==> src/rtl/stream_demux.sv <==
// Routes one input stream to one of four single-beat registered output slots selected by in_sel.
// Latency 1 cycle; in_ready depends only on the selected slot (free or draining this cycle).
module stream_demux #(
    parameter int WIDTH = 8
) (
    input  logic             clk,
    input  logic             rst_n,
    input  logic             in_valid,
    output logic             in_ready,
    input  logic [1:0]       in_sel,
    input  logic [WIDTH-1:0] in_data,
    output logic [3:0]       out_valid,
    input  logic [3:0]       out_ready,
    output logic [WIDTH-1:0] out_a,
    output logic [WIDTH-1:0] out_b,
    output logic [WIDTH-1:0] out_c,
    output logic [WIDTH-1:0] out_d,
    output logic [15:0]      beat_count
);

    logic [3:0]       vld_q, vld_d;
    logic [WIDTH-1:0] dat_q [4];
    logic [WIDTH-1:0] dat_d [4];
    logic [15:0]      cnt_q, cnt_d;
    logic             in_hs;

    // A slot draining this cycle is free, so a stream into one channel never bubbles.
    always_comb begin
        in_ready = !vld_q[in_sel] || out_ready[in_sel];
        in_hs    = in_valid && in_ready;
        vld_d    = vld_q;
        dat_d    = dat_q;
        cnt_d    = cnt_q + 16'(in_hs);
        for (int i = 0; i < 4; i++) begin
            if (vld_q[i] && out_ready[i]) begin
                vld_d[i] = 1'b0;
            end
            // Load wins over drain so a same-cycle drain+load keeps the slot full.
            if (in_hs && (in_sel == 2'(i))) begin
                vld_d[i] = 1'b1;
                dat_d[i] = in_data;
            end
        end
    end

    always_ff @(posedge clk or negedge rst_n) begin
        if (!rst_n) begin
            vld_q <= '0;
            cnt_q <= '0;
            for (int i = 0; i < 4; i++) begin
                dat_q[i] <= '0;
            end
        end else begin
            vld_q <= vld_d;
            cnt_q <= cnt_d;
            for (int i = 0; i < 4; i++) begin
                dat_q[i] <= dat_d[i];
            end
        end
    end

    assign out_valid  = vld_q;
    assign out_a      = dat_q[0];
    assign out_b      = dat_q[1];
    assign out_c      = dat_q[2];
    assign out_d      = dat_q[3];
    assign beat_count = cnt_q;

endmodule

==> config.mk <==
export PLATFORM = sky130hd
export DESIGN_NAME = stream_demux
export DESIGN_NICKNAME = d
export VERILOG_FILES = /design/src/rtl/stream_demux.sv
export SDC_FILE = /design/constraint.sdc
export NUM_CORES = 1
export LEC_CHECK = 0
export BUFFER_PORTS_ARGS = -buffer_cell sky130_fd_sc_hd__buf_4
export CELL_PAD_IN_SITES_DETAIL_PLACEMENT = 1
export CELL_PAD_IN_SITES_GLOBAL_PLACEMENT = 2
export CORE_UTILIZATION = 33
export DETAILED_ROUTE_END_ITERATION = 12
export PLACE_DENSITY = 0.78
export SYNTH_ARGS = -nofsm -noshare
export SYNTH_HDL_FRONTEND = slang
export SYNTH_SLANG_ARGS = --single-unit
==> constraint.sdc <==
create_clock -name clk -period 2.7 [get_ports clk]
set_clock_uncertainty 0.15 [all_clocks]
set_input_delay 0.135 -clock clk [delete_from_list [all_inputs] [get_ports clk]]
set_output_delay 0.135 -clock clk [all_outputs]
set_load 0.03 [all_outputs]
==> tab_implementation.tex <==
\begin{tabular}{lr}
\hline
Metric & Value \\
\hline
\multicolumn{2}{l}{\textbf{Drt}} \\
\quad 1st-iter DRT viols & 30 \\
\quad Number of vias in the routed layout & approximately 1500 \\
\quad Number of remaining DRC errors & 0 \\
\quad Total iterations of the first detailed-routing run & 4 \\
\quad Total length of routed wires & between 5000 and 6000 µm \\
\quad Routed length per instance & 16.5 µm \\
\quad Via-to-Cell Ratio & 4.84 \\
\quad Count of nets left with antenna violations after detail routing & 0 \\
\multicolumn{2}{l}{\textbf{STA}} \\
\quad Worst relative slew slack & 56.1\% \\
\quad Fin crit period & 2510 ps \\
\quad Final setup violation count & 0 \\
\quad Measured slew at the worst slew-check pin & 658 ps \\
\quad Final max-slew violation count & 0 \\
\quad RSZ-0062 raised after global routing & no \\
\quad Total negative slack for setup checks & 0 ps \\
\quad Part of the cycle the worst path needs & 92.8\% \\
\quad Upper clock frequency limit & 399 MHz \\
\quad Count of endpoints failing hold in the final timing report & 0 \\
\multicolumn{2}{l}{\textbf{Layout}} \\
\quad Post-Route Utilization & approximately 49\% \\
\quad Antenna Diode Count & 0 \\
\quad Fraction of final layout cells sized beyond drive strength 1 & 48.3\% \\
\quad Synthesis-to-layout area growth & 40.9\% \\
\quad Cell area after layout & 2950 µm² \\
\quad Count of non-filler cells in the finished layout & 307 \\
\quad Final layout net count & 250 \\
\multicolumn{2}{l}{\textbf{Global routing}} \\
\quad Largest net degree at the start of global routing & 53 \\
\quad Total global routing track utilization & 16.7\% \\
\quad Grt ovf & 0 \\
\quad First-pass GRT wire length & 8380 µm \\
\quad Vias in the first global route & 1664 \\
\quad Number of antenna violations at the first check in global routing & 0 \\
\multicolumn{2}{l}{\textbf{Yosys}} \\
\quad Post-Syn Nets & 161 \\
\quad Instance count of the mapped netlist & 142 \\
\quad Dominant combinational cell family by area after synthesis & multiplexers \\
\quad Cell type contributing the most total cell area after synthesis & dfrtp\_1 \\
\quad Compound-gate portion of the synthesized area & 0.239\% \\
\quad Cell area after synthesis & 2090 µm² \\
\quad Synth area leaders & dfrtp\_1 (62\%), mux2\_2 (17\%), xnor2\_1 (5.4\%), and4\_1 (2.1\%), nand4\_1 (2.1\%) \\
\quad Number of synthesized register bits & between 50 and 60 \\
\quad Warnings from Yosys & 0 \\
\quad Mean Syn Cell Area & 14.8 µm² \\
\quad Area fraction in and, or, nand and nor cells after synthesis & 11.4\% \\
\quad Share of synthesized area spent on multiplexers & a little under a fifth \\
\quad Fraction of the mapped netlist area in adder cells & 1.19\% \\
\quad Netlist cell types & 19 \\
\quad Portion of synthesized cell area occupied by the leading cell type & between 60 and 70\% \\
\quad Fraction of synthesized cell area in xor and xnor cells & 5.85\% \\
\quad Share of the yosys chip area belonging to registers & 62.1\% \\
\multicolumn{2}{l}{\textbf{Clock tree}} \\
\quad Total clock buffers created by CTS & 5 \\
\quad Number of H-tree levels & 2 \\
\quad CTS root buf & clkbuf\_8 \\
\quad Sinks on Clock Net & 52 \\
\quad CTS clk-pin slew, worst paths & 90 ps \\
\quad Worst-skew pair later-pin latency & 300 ps \\
\quad TritonCTS clock tree & done \\
\quad Buffers inserted during post-CTS setup optimization & 0 \\
\quad Max clock buf depth & 2 \\
\multicolumn{2}{l}{\textbf{Placement}} \\
\quad Placed cell areas & 2690 µm² \\
\quad Estimated wirelength of the detail-placed design & 3560 µm \\
\quad RePlAce Congestion & 0.788 \\
\quad Number of port buffers & between 60 and 70 \\
\quad Cell Count Post-Placement & 284 \\
\multicolumn{2}{l}{\textbf{Power}} \\
\quad Ratio of total power to cell area & about 800 nW/µm² \\
\quad Leak & 1.37 nW \\
\quad Final Total Pwr & 0.00241 W \\
\quad Peak VDD IR & between 0.3 and 0.4 mV \\
\multicolumn{2}{l}{\textbf{Floorplan}} \\
\quad Overall die height & 81.7 µm \\
\quad DIE AREA & approximately 6700 µm² \\
\quad Number of I/O pins & 70 \\
\quad Die width & 81.7 µm \\
\quad Std-Cell Rows & 28 \\
\quad Initial Utilization & 34.8\% \\
\quad Total core area & 6030 µm² \\
\multicolumn{2}{l}{\textbf{Worst hold path}} \\
\quad Cell count of the worst hold path & 3 \\
\quad Worst Hold Class & in -> reg \\
\multicolumn{2}{l}{\textbf{Worst setup path}} \\
\quad Critical Path, Cell by Cell & dlygate4sd3\_1, buf\_4, nand2b\_1, mux4\_2, and2\_1, ha\_1, ha\_1, and4\_1, nand4\_1, xnor2\_1 \\
\quad Buf/Inv on CP & 2 \\
\quad Worst endpoint required time & $\sim$2800 ps \\
\quad Worst-case reg-to-reg path depth & 8 \\
\quad Stages on the worst setup path & 10 \\
\quad Cell with the largest stage delay on the worst path & dlygate4sd3\_1 \\
\quad Critical Path Start Type & input pin \\
\quad Data arrival time of the critical path & between 2000 and 3000 ps \\
\quad Type of the worst setup path & in -> reg \\
\quad Endpoint kind of the worst setup timing path & flop \\
\quad Crit Path Max Fanout & 7 \\
\quad Family with the most delay on the worst path & buffers and inverters \\
\quad Biggest cell delay along the critical path & 550 ps \\
\quad Cell mode on critical path & ha\_1 \\
\multicolumn{2}{l}{\textbf{Status}} \\
\quad Result of the run & completed \\
\multicolumn{2}{l}{\textbf{Run}} \\
\quad Number of maximum-capacitance violations & 0 \\
\hline
\end{tabular}
## worst register-to-register path: cells and delay by family, from the launching register on
kind | cells | cell delay (ps)
DFF | 1 | 370
and+or+nand+nor | 4 | 620
xor gates and xnor gates | 1 | 130
muxes | 1 | 480
adders and majority gates | 2 | 480
## report_power, final
group	switching (W)	total, W	internal, W
sequential	0.000116	0.00105	0.000932
clock	0.000247	0.000523	0.000275
combinational	0.000491	0.000834	0.000344
total	0.000854	0.00241	0.00155
## layout by cell type, fill, tap and decap left out
master         synthesis  final
o21ai_0                1      1
nor3b_4                1      1
nand3b_2               1      1
nand2_1                7      7
and2_1                 3      3
nand3_1                5      5
mux4_2                 1      1
nor2b_1                2      2
clkbuf_8               0      5
dlygate4sd3_1          0     15
bufinv_16              0      1
nand4_1                7      7
nand2b_1               4      4
xor2_1                 1      1
xnor2_1               13     13
clkinv_2               0      1
and3_1                 2      2
clkbuf_1               0      1
buf_4                  2     70
ha_1                   2      2
dfrtp_1               52     52
mux2_2                32     32
and4_1                 5      5
## routing by layer
| metal | vias up | track usage, % | part of all wire, % |
|---|---|---|---|
| li1 | 675 | - | - |
| met1 | 759 | 19.1 | 41 |
| met2 | 51 | 30.5 | 52 |
| met3 | 2 | 5.00 | 6.9 |
| met4 | 0 | 3.68 | 0.24 |
| met5 | - | 0 | 0 |
## cell usage after synthesis
| master | count |
|---|---|
| dfrtp_1 | 52 |
| mux2_2 | 32 |
| xnor2_1 | 13 |
| nand2_1 | 7 |
| nand4_1 | 7 |
| and4_1 | 5 |
| nand3_1 | 5 |
| nand2b_1 | 4 |
| and2_1 | 3 |
| and3_1 | 2 |
| buf_4 | 2 |
| ha_1 | 2 |
| nor2b_1 | 2 |
| buf_2 | 1 |
| mux4_2 | 1 |
| nand3b_2 | 1 |
| nor3b_4 | 1 |
| o21ai_0 | 1 |
| xor2_1 | 1 |
## state kept, by name (all words and copies together) (netlist names)
name / flops
out_a: 8
beat_count: 16
out_valid: 4
out_b: 8
out_d: 8
out_c: 8
## area by class of cell
| class | count | area [µm²] |
|---|---|---|
| Clock inverter | 2 | 35.0 |
| Fill cell | 628 | 3070 |
| Tap cell | 75 | 93.8 |
| Sequential cell | 52 | 1300 |
| Multi-Input combinational cell | 87 | 773 |
| Timing Repair Buffer | 85 | 676 |
| Clock buffer | 6 | 72.6 |
## what timing repair did
| action | CTS | global route |
|---|---|---|
| endpoints found under the setup margin | 0 | 0 |
| endpoints found under the hold margin | 87 | 0 |
| hold buffers | 15 | 0 |
| gates resized for setup | 0 | 0 |
## path summary, 6_finish.rpt
kind	startpoint	endpoint	slack (ps)
min in group asynchronous	rst_n	beat_count[15]	250
setup reg to reg	out_valid[0]	beat_count[14]	410
setup / recovery	out_ready[3]	beat_count[14]	190
max in group asynchronous	rst_n	out_a[5]	1710
hold reg to reg	beat_count[15]	beat_count[15]	320
hold / removal	out_ready[0]	out_valid[0]	20
## stage by stage
stage	hold slack, ps	setup slack [ps]
finish	18.3	194
global route	27.6	95.8
CTS	1.60	220
detailed placement	60.4	414
global placement	46.3	509
floorplan	-311	209
## kinds of logic after synthesis
kind of cell               Yosys count
DFF                                 52
xor gates and xnor gates            14
and+or+nand+nor                     37
adders and majority gates            2
AOI/OAI and AO/OA                    1
buffers and inverters                3
muxes                               33
Power figures use the tool's default switching activity.
